File: src/rtl/serial_adder_pkg.sv
// Shared types and defaults for the bit-serial adder controller.
package serial_adder_pkg;

  localparam int unsigned DefaultWidth = 8;

  typedef enum logic [1:0] {
    StIdle = 2'd0,
    StRun  = 2'd1,
    StDone = 2'd2
  } state_e;

endpackage

File: src/rtl/full_adder_1.sv
// Single-bit full adder cell used as the shared datapath of the serial adder.
module full_adder_1 (
  input  logic a,
  input  logic b,
  input  logic cin,
  output logic sum,
  output logic cout
);

  assign sum  = a ^ b ^ cin;
  assign cout = (a & b) | (cin & (a ^ b));

endmodule

File: src/rtl/serial_adder_ctrl.sv
// Bit-serial WIDTH-bit adder: one full-adder cell stepped LSB-first, valid/ready on both sides.
// Optional signed-overflow output enabled by defining SERIAL_ADDER_OVF_EN.
module serial_adder_ctrl
  import serial_adder_pkg::*;
#(
  parameter int unsigned WIDTH = DefaultWidth
) (
  input  logic             clk_in,
  input  logic             rst_in,
  input  logic             in_valid_in,
  output logic             in_ready_out,
  input  logic [WIDTH-1:0] a_in,
  input  logic [WIDTH-1:0] b_in,
  input  logic             carry_in,
  output logic             out_valid_out,
  input  logic             out_ready_in,
  output logic [WIDTH-1:0] sum_out,
  output logic             carry_out,
  output logic             busy_out
`ifdef SERIAL_ADDER_OVF_EN
  ,
  output logic             overflow_out
`endif
);

  localparam int unsigned CntW = $clog2(WIDTH) + 1;

  state_e           state;
  logic [CntW-1:0]  cnt;
  logic [WIDTH-1:0] a_sr;
  logic [WIDTH-1:0] b_sr;
  logic             carry;
  logic             fa_sum;
  logic             fa_cout;
  logic [WIDTH-1:0] a_next;
  logic             last_bit;

  full_adder_1 u_fa (
    .a    (a_sr[0]),
    .b    (b_sr[0]),
    .cin  (carry),
    .sum  (fa_sum),
    .cout (fa_cout)
  );

  // Sum bits refill the vacated MSB of the A shift register, so it holds the sum after WIDTH steps.
  generate
    if (WIDTH == 1) begin : g_w1
      assign a_next = fa_sum;
    end else begin : g_wn
      assign a_next = {fa_sum, a_sr[WIDTH-1:1]};
    end
  endgenerate

  assign last_bit = (cnt == CntW'(WIDTH - 1));

  always_ff @(posedge clk_in) begin
    if (rst_in) begin
      state         <= StIdle;
      cnt           <= '0;
      a_sr          <= '0;
      b_sr          <= '0;
      carry         <= 1'b0;
      in_ready_out  <= 1'b1;
      out_valid_out <= 1'b0;
      sum_out       <= '0;
      carry_out     <= 1'b0;
      busy_out      <= 1'b0;
`ifdef SERIAL_ADDER_OVF_EN
      overflow_out  <= 1'b0;
`endif
    end else begin
      unique case (state)
        StIdle: begin
          if (in_valid_in) begin
            a_sr         <= a_in;
            b_sr         <= b_in;
            carry        <= carry_in;
            cnt          <= '0;
            state        <= StRun;
            in_ready_out <= 1'b0;
            busy_out     <= 1'b1;
          end
        end
        StRun: begin
          a_sr  <= a_next;
          b_sr  <= b_sr >> 1;
          carry <= fa_cout;
          cnt   <= cnt + 1'b1;
          if (last_bit) begin
            state         <= StDone;
            out_valid_out <= 1'b1;
            sum_out       <= a_next;
            carry_out     <= fa_cout;
`ifdef SERIAL_ADDER_OVF_EN
            // carry flop holds the carry into the MSB during the last step
            overflow_out  <= carry ^ fa_cout;
`endif
          end
        end
        StDone: begin
          if (out_ready_in) begin
            state         <= StIdle;
            out_valid_out <= 1'b0;
            in_ready_out  <= 1'b1;
            busy_out      <= 1'b0;
          end
        end
        default: begin
          state         <= StIdle;
          out_valid_out <= 1'b0;
          in_ready_out  <= 1'b1;
          busy_out      <= 1'b0;
        end
      endcase
    end
  end

endmodule

File: config.mk
export PLATFORM = sky130hd
export DESIGN_NAME = serial_adder_ctrl
export DESIGN_NICKNAME = d
export VERILOG_FILES = /design/src/rtl/serial_adder_pkg.sv /design/src/rtl/full_adder_1.sv /design/src/rtl/serial_adder_ctrl.sv
export SDC_FILE = /design/constraint.sdc
export NUM_CORES = 1
export LEC_CHECK = 0
export BUFFER_PORTS_ARGS = -buffer_cell sky130_fd_sc_hd__clkbuf_2
export CORE_ASPECT_RATIO = 1.75
export CORE_MARGIN = 8
export CORE_UTILIZATION = 57
export CTS_CLUSTER_SIZE = 30
export DETAILED_ROUTE_END_ITERATION = 10
export MAX_ROUTING_LAYER = met4
export PLACE_DENSITY_LB_ADDON = 0.05
export SETUP_SLACK_MARGIN = 0.5
export SLEW_MARGIN = 30
export SYNTH_ARGS = -nofsm -noshare
export SYNTH_HDL_FRONTEND = slang
export SYNTH_HIERARCHICAL = 1
export SYNTH_SLANG_ARGS = --single-unit
File: constraint.sdc
create_clock -name clk_in -period 4.5 [get_ports clk_in]
set_input_delay 0 -clock clk_in [delete_from_list [all_inputs] [get_ports clk_in]]
set_output_delay 0 -clock clk_in [all_outputs]
set_load 0.02 [all_outputs]
==> results.sh <==
export IMPL_netlist_cell_type_count=36
export IMPL_place_area_um2=1685
export IMPL_fp_dieW_um=56.07
export IMPL_synth_seq_cells=35
export IMPL_worstMarginPinSlew_ps=678.3
export IMPL_maxCapViolations=0
export IMPL_crit_arrival_ps=1970
export IMPL_gp_congestion=0.9175
export IMPL_io_pins=33
export IMPL_worstReg2RegStart="state[0]$_SDFFE_PP0P_"
export IMPL_post_route_min_period_ps=1778
export IMPL_status="finished clean"
export IMPL_final_cells=225
export IMPL_firstDrtPassIters=4
export IMPL_timing_critical_path_from="state[0]$_SDFFE_PP0P_"
export IMPL_r2r_setup_slack_ps=2720
export IMPL_crit_fanout=20
export IMPL_total_power_mw=0.6225
export IMPL_root_buffer="clkbuf_8"
export IMPL_drt_total_wl_mm=3.869
export IMPL_rr_endpoint="cnt[3]$_SDFFE_PP0P_"
export IMPL_finalInstanceArea_um2=1768
export IMPL_synth_top_area_share_pct=43.75
export IMPL_crit_required_ps=4700
export IMPL_fmax_mhz=562.5
export IMPL_maxSlewHeadroom_pct=54.72
export IMPL_reg2reg_depth=3
export IMPL_ir_worst_vdd_mv=0.2045
export IMPL_initial_core_util_pct=59.53
export IMPL_synthTopCellsByCount="dfxtp_1, nor2_1, a21oi_1"
export IMPL_p_per_area_nw_per_um2=352.1
export IMPL_clk_latency_ps=280
export IMPL_fillCellCount=231
export IMPL_critPathCapture="cnt[3]$_SDFFE_PP0P_"
export IMPL_overflow=0
export IMPL_critPathCaptureType="flop"
export IMPL_grt_pass1_vias=1347
export IMPL_coreArea_um2=2690
export IMPL_drv_slew=0
export IMPL_port_buffers=32
export IMPL_grt_max_degree=29
export IMPL_syn_nets=199
export IMPL_synth_flop_cell="dfxtp_1"
export IMPL_path_delay_family="flip-flops"
export IMPL_crit_type="reg -> reg"
export IMPL_power_frac_comb_pct=12.2
export IMPL_worst_path_max_delay_cell="dfxtp_1"
export IMPL_post_route_period_util_pct=39.51
export IMPL_route_detailed_drc=0
export IMPL_switchingPower_mw=0.1595
export IMPL_fin_nets=222
export IMPL_path_clk_slew_ps=60
export IMPL_clock_sinks=35
export IMPL_worstPathCellList="inv_2 -> or4_1 -> a31oi_1"
export IMPL_drive_above_1_share_pct=25.25
export IMPL_synth_edff_count=0
export IMPL_synth_area_leaders="dfxtp_1, nor2_1, a21oi_1"
export IMPL_synth_top_area_cell="dfxtp_1"
export IMPL_synthArstFlopShare_pct=0
export IMPL_drt_iter0_drc=39
export IMPL_finalWorstSetupSlack_ps=2722
export IMPL_p_seq_share_pct=55.3
export IMPL_synth_cells=176
export IMPL_min_from="out_ready_in"
export IMPL_setup_tns_ps=0
export IMPL_grtUsageTotal_pct=16.54
export IMPL_setup_viol=0
export IMPL_rows=25
export IMPL_worst_path_stages=3
export IMPL_htreeDepth=2
export IMPL_die_area_um2=4829
export IMPL_crit_buf_inv=1
export IMPL_num_vias=1363
export IMPL_dp_cells=218
export IMPL_fin_worst_skew_ps=5.948
export IMPL_wl_per_cell_um=17.20
export IMPL_ys_warn_count=6
export IMPL_grt_pass1_wl_mm=6.430
export IMPL_syn_to_final_growth_pct=10.39
export IMPL_drt_antenna_violating_nets=0
export IMPL_yosysSeqAreaShare_pct=43.75
export IMPL_cts_buffers=5
export IMPL_dp_hpwl_mm=2.790
export IMPL_dp_slack_ps=2754
export IMPL_via_per_inst=6.058
export IMPL_p_clk_share_pct=32.6
export IMPL_max_stage_delay_ps=760
export IMPL_rsz0062_at_grt="no"
export IMPL_cts_max_path_buffers=2
export IMPL_hold_viol=0
export IMPL_start_kind="flop"
export IMPL_p_int_mw=0.4629
export IMPL_die_y_um=86.12
export IMPL_switching_share_pct=25.63
export IMPL_cts_resized=0
export IMPL_synth_most_common_cell="dfxtp_1"
export IMPL_leakagePower_nw=0.7113
export IMPL_antenna_cells=0
export IMPL_synth_avg_cell_area_um2=9.100
export IMPL_worstHoldPathType="in -> reg"
export IMPL_antenna_found_initial=0
export IMPL_syn_area_um2=1602
export IMPL_cts_tree="yes"
==> power by group through the flow <==
stage	sequential [mW]	combinational (mW)	clock (mW)
after floorplan	0.345	0.0602	0
after global placement	0.350	0.0724	0
after detailed placement	0.351	0.0748	0
after CTS	0.344	0.0758	0.208
after global routing	0.346	0.0840	0.220
final	0.344	0.0757	0.203
==> what timing repair did <==
action / in CTS / in global routing
hold buffers: 1 / 0
setup buffers: 0 / 0
setup endpoints to repair: 0 / 0
hold endpoints to repair: 1 / 0
==> flip-flops by register name, indices dropped and copies added, names as in the netlist <==
name	cells
cnt	4
b_sr	8
carry	1
busy_out	1
in_ready_out	1
state	2
carry_out	1
out_valid_out	1
a_sr	8
sum_out	8
==> metal layers <==
layer,vias up,wire length (µm),GRT usage (%)
met5,-,0,-
met4,0,69,6.374
met1,636,1562,17.17
met3,7,163,4.438
li1,683,-,-
met2,37,2074,28.77
==> layout make-up <==
class                      instances  area, µm²  area share, %
multi-input combinational        121      779.5          44.09
sequential                        35      700.7          39.63
timing repair buffer              33      170.2          9.625
clock buffer                       6      72.57          4.105
tap                               27      33.78          1.911
inverter                           3      11.26         0.6369
==> cell usage in the layout, fill, tap and decap left out, drive strengths merged, types with 2 or more instances in the layout <==
cell	Yosys	routed
a21oi	17	17
a21bo	3	3
nand2b	6	6
nor2	24	24
a211oi	12	12
nor2b	2	2
o22ai	7	7
clkbuf	5	38
a22oi	2	2
o21ai	8	8
nand3	6	6
a31o	5	5
o2bb2ai	9	9
inv	3	3
dfxtp	35	35
nand2	7	7
==> through the flow <==
step / hold WS [ps] / util (%)
after floorplan: 165.0 / -
after global placement: 261.4 / 62.65
after detailed placement: 263.7 / 62.65
after CTS: 11.05 / 65.72
after global routing: 52.69 / 65.72
final: 11.38 / 65.72
==> how the worst min path moves through the flow <==
| stage | cells past startpoint | to |
|---|---|---|
| detailed placement | 3 | b_sr[7]$_SDFFE_PP0P_ |
| floorplan | 2 | in_ready_out$_SDFFE_PP1P_ |
| CTS | 3 | in_ready_out$_SDFFE_PP1P_ |
| finish | 3 | in_ready_out$_SDFFE_PP1P_ |
| global placement | 3 | b_sr[7]$_SDFFE_PP0P_ |
| global route | 3 | in_ready_out$_SDFFE_PP1P_ |
==> kinds of logic (layout without fill, tap and decap cells) <==
family / after synthesis / after routing / synth area share (%)
flip-flops: 35 / 35 / 43.75
AND/OR/NAND/NOR: 50 / 50 / 15.00
AO/OA/AOI/OAI: 68 / 68 / 31.02
adder cells (fa/ha/maj): 2 / 2 / 2.031
multiplexers: 1 / 1 / 0.6250
buffers and inverters: 20 / 42 / 7.577
==> tightest hold or removal path, stage by stage <==
cell and delay (ps):
clkbuf_2 100, nor3_1 40, o21ai_0 110
(Power assumes the default switching activity.)
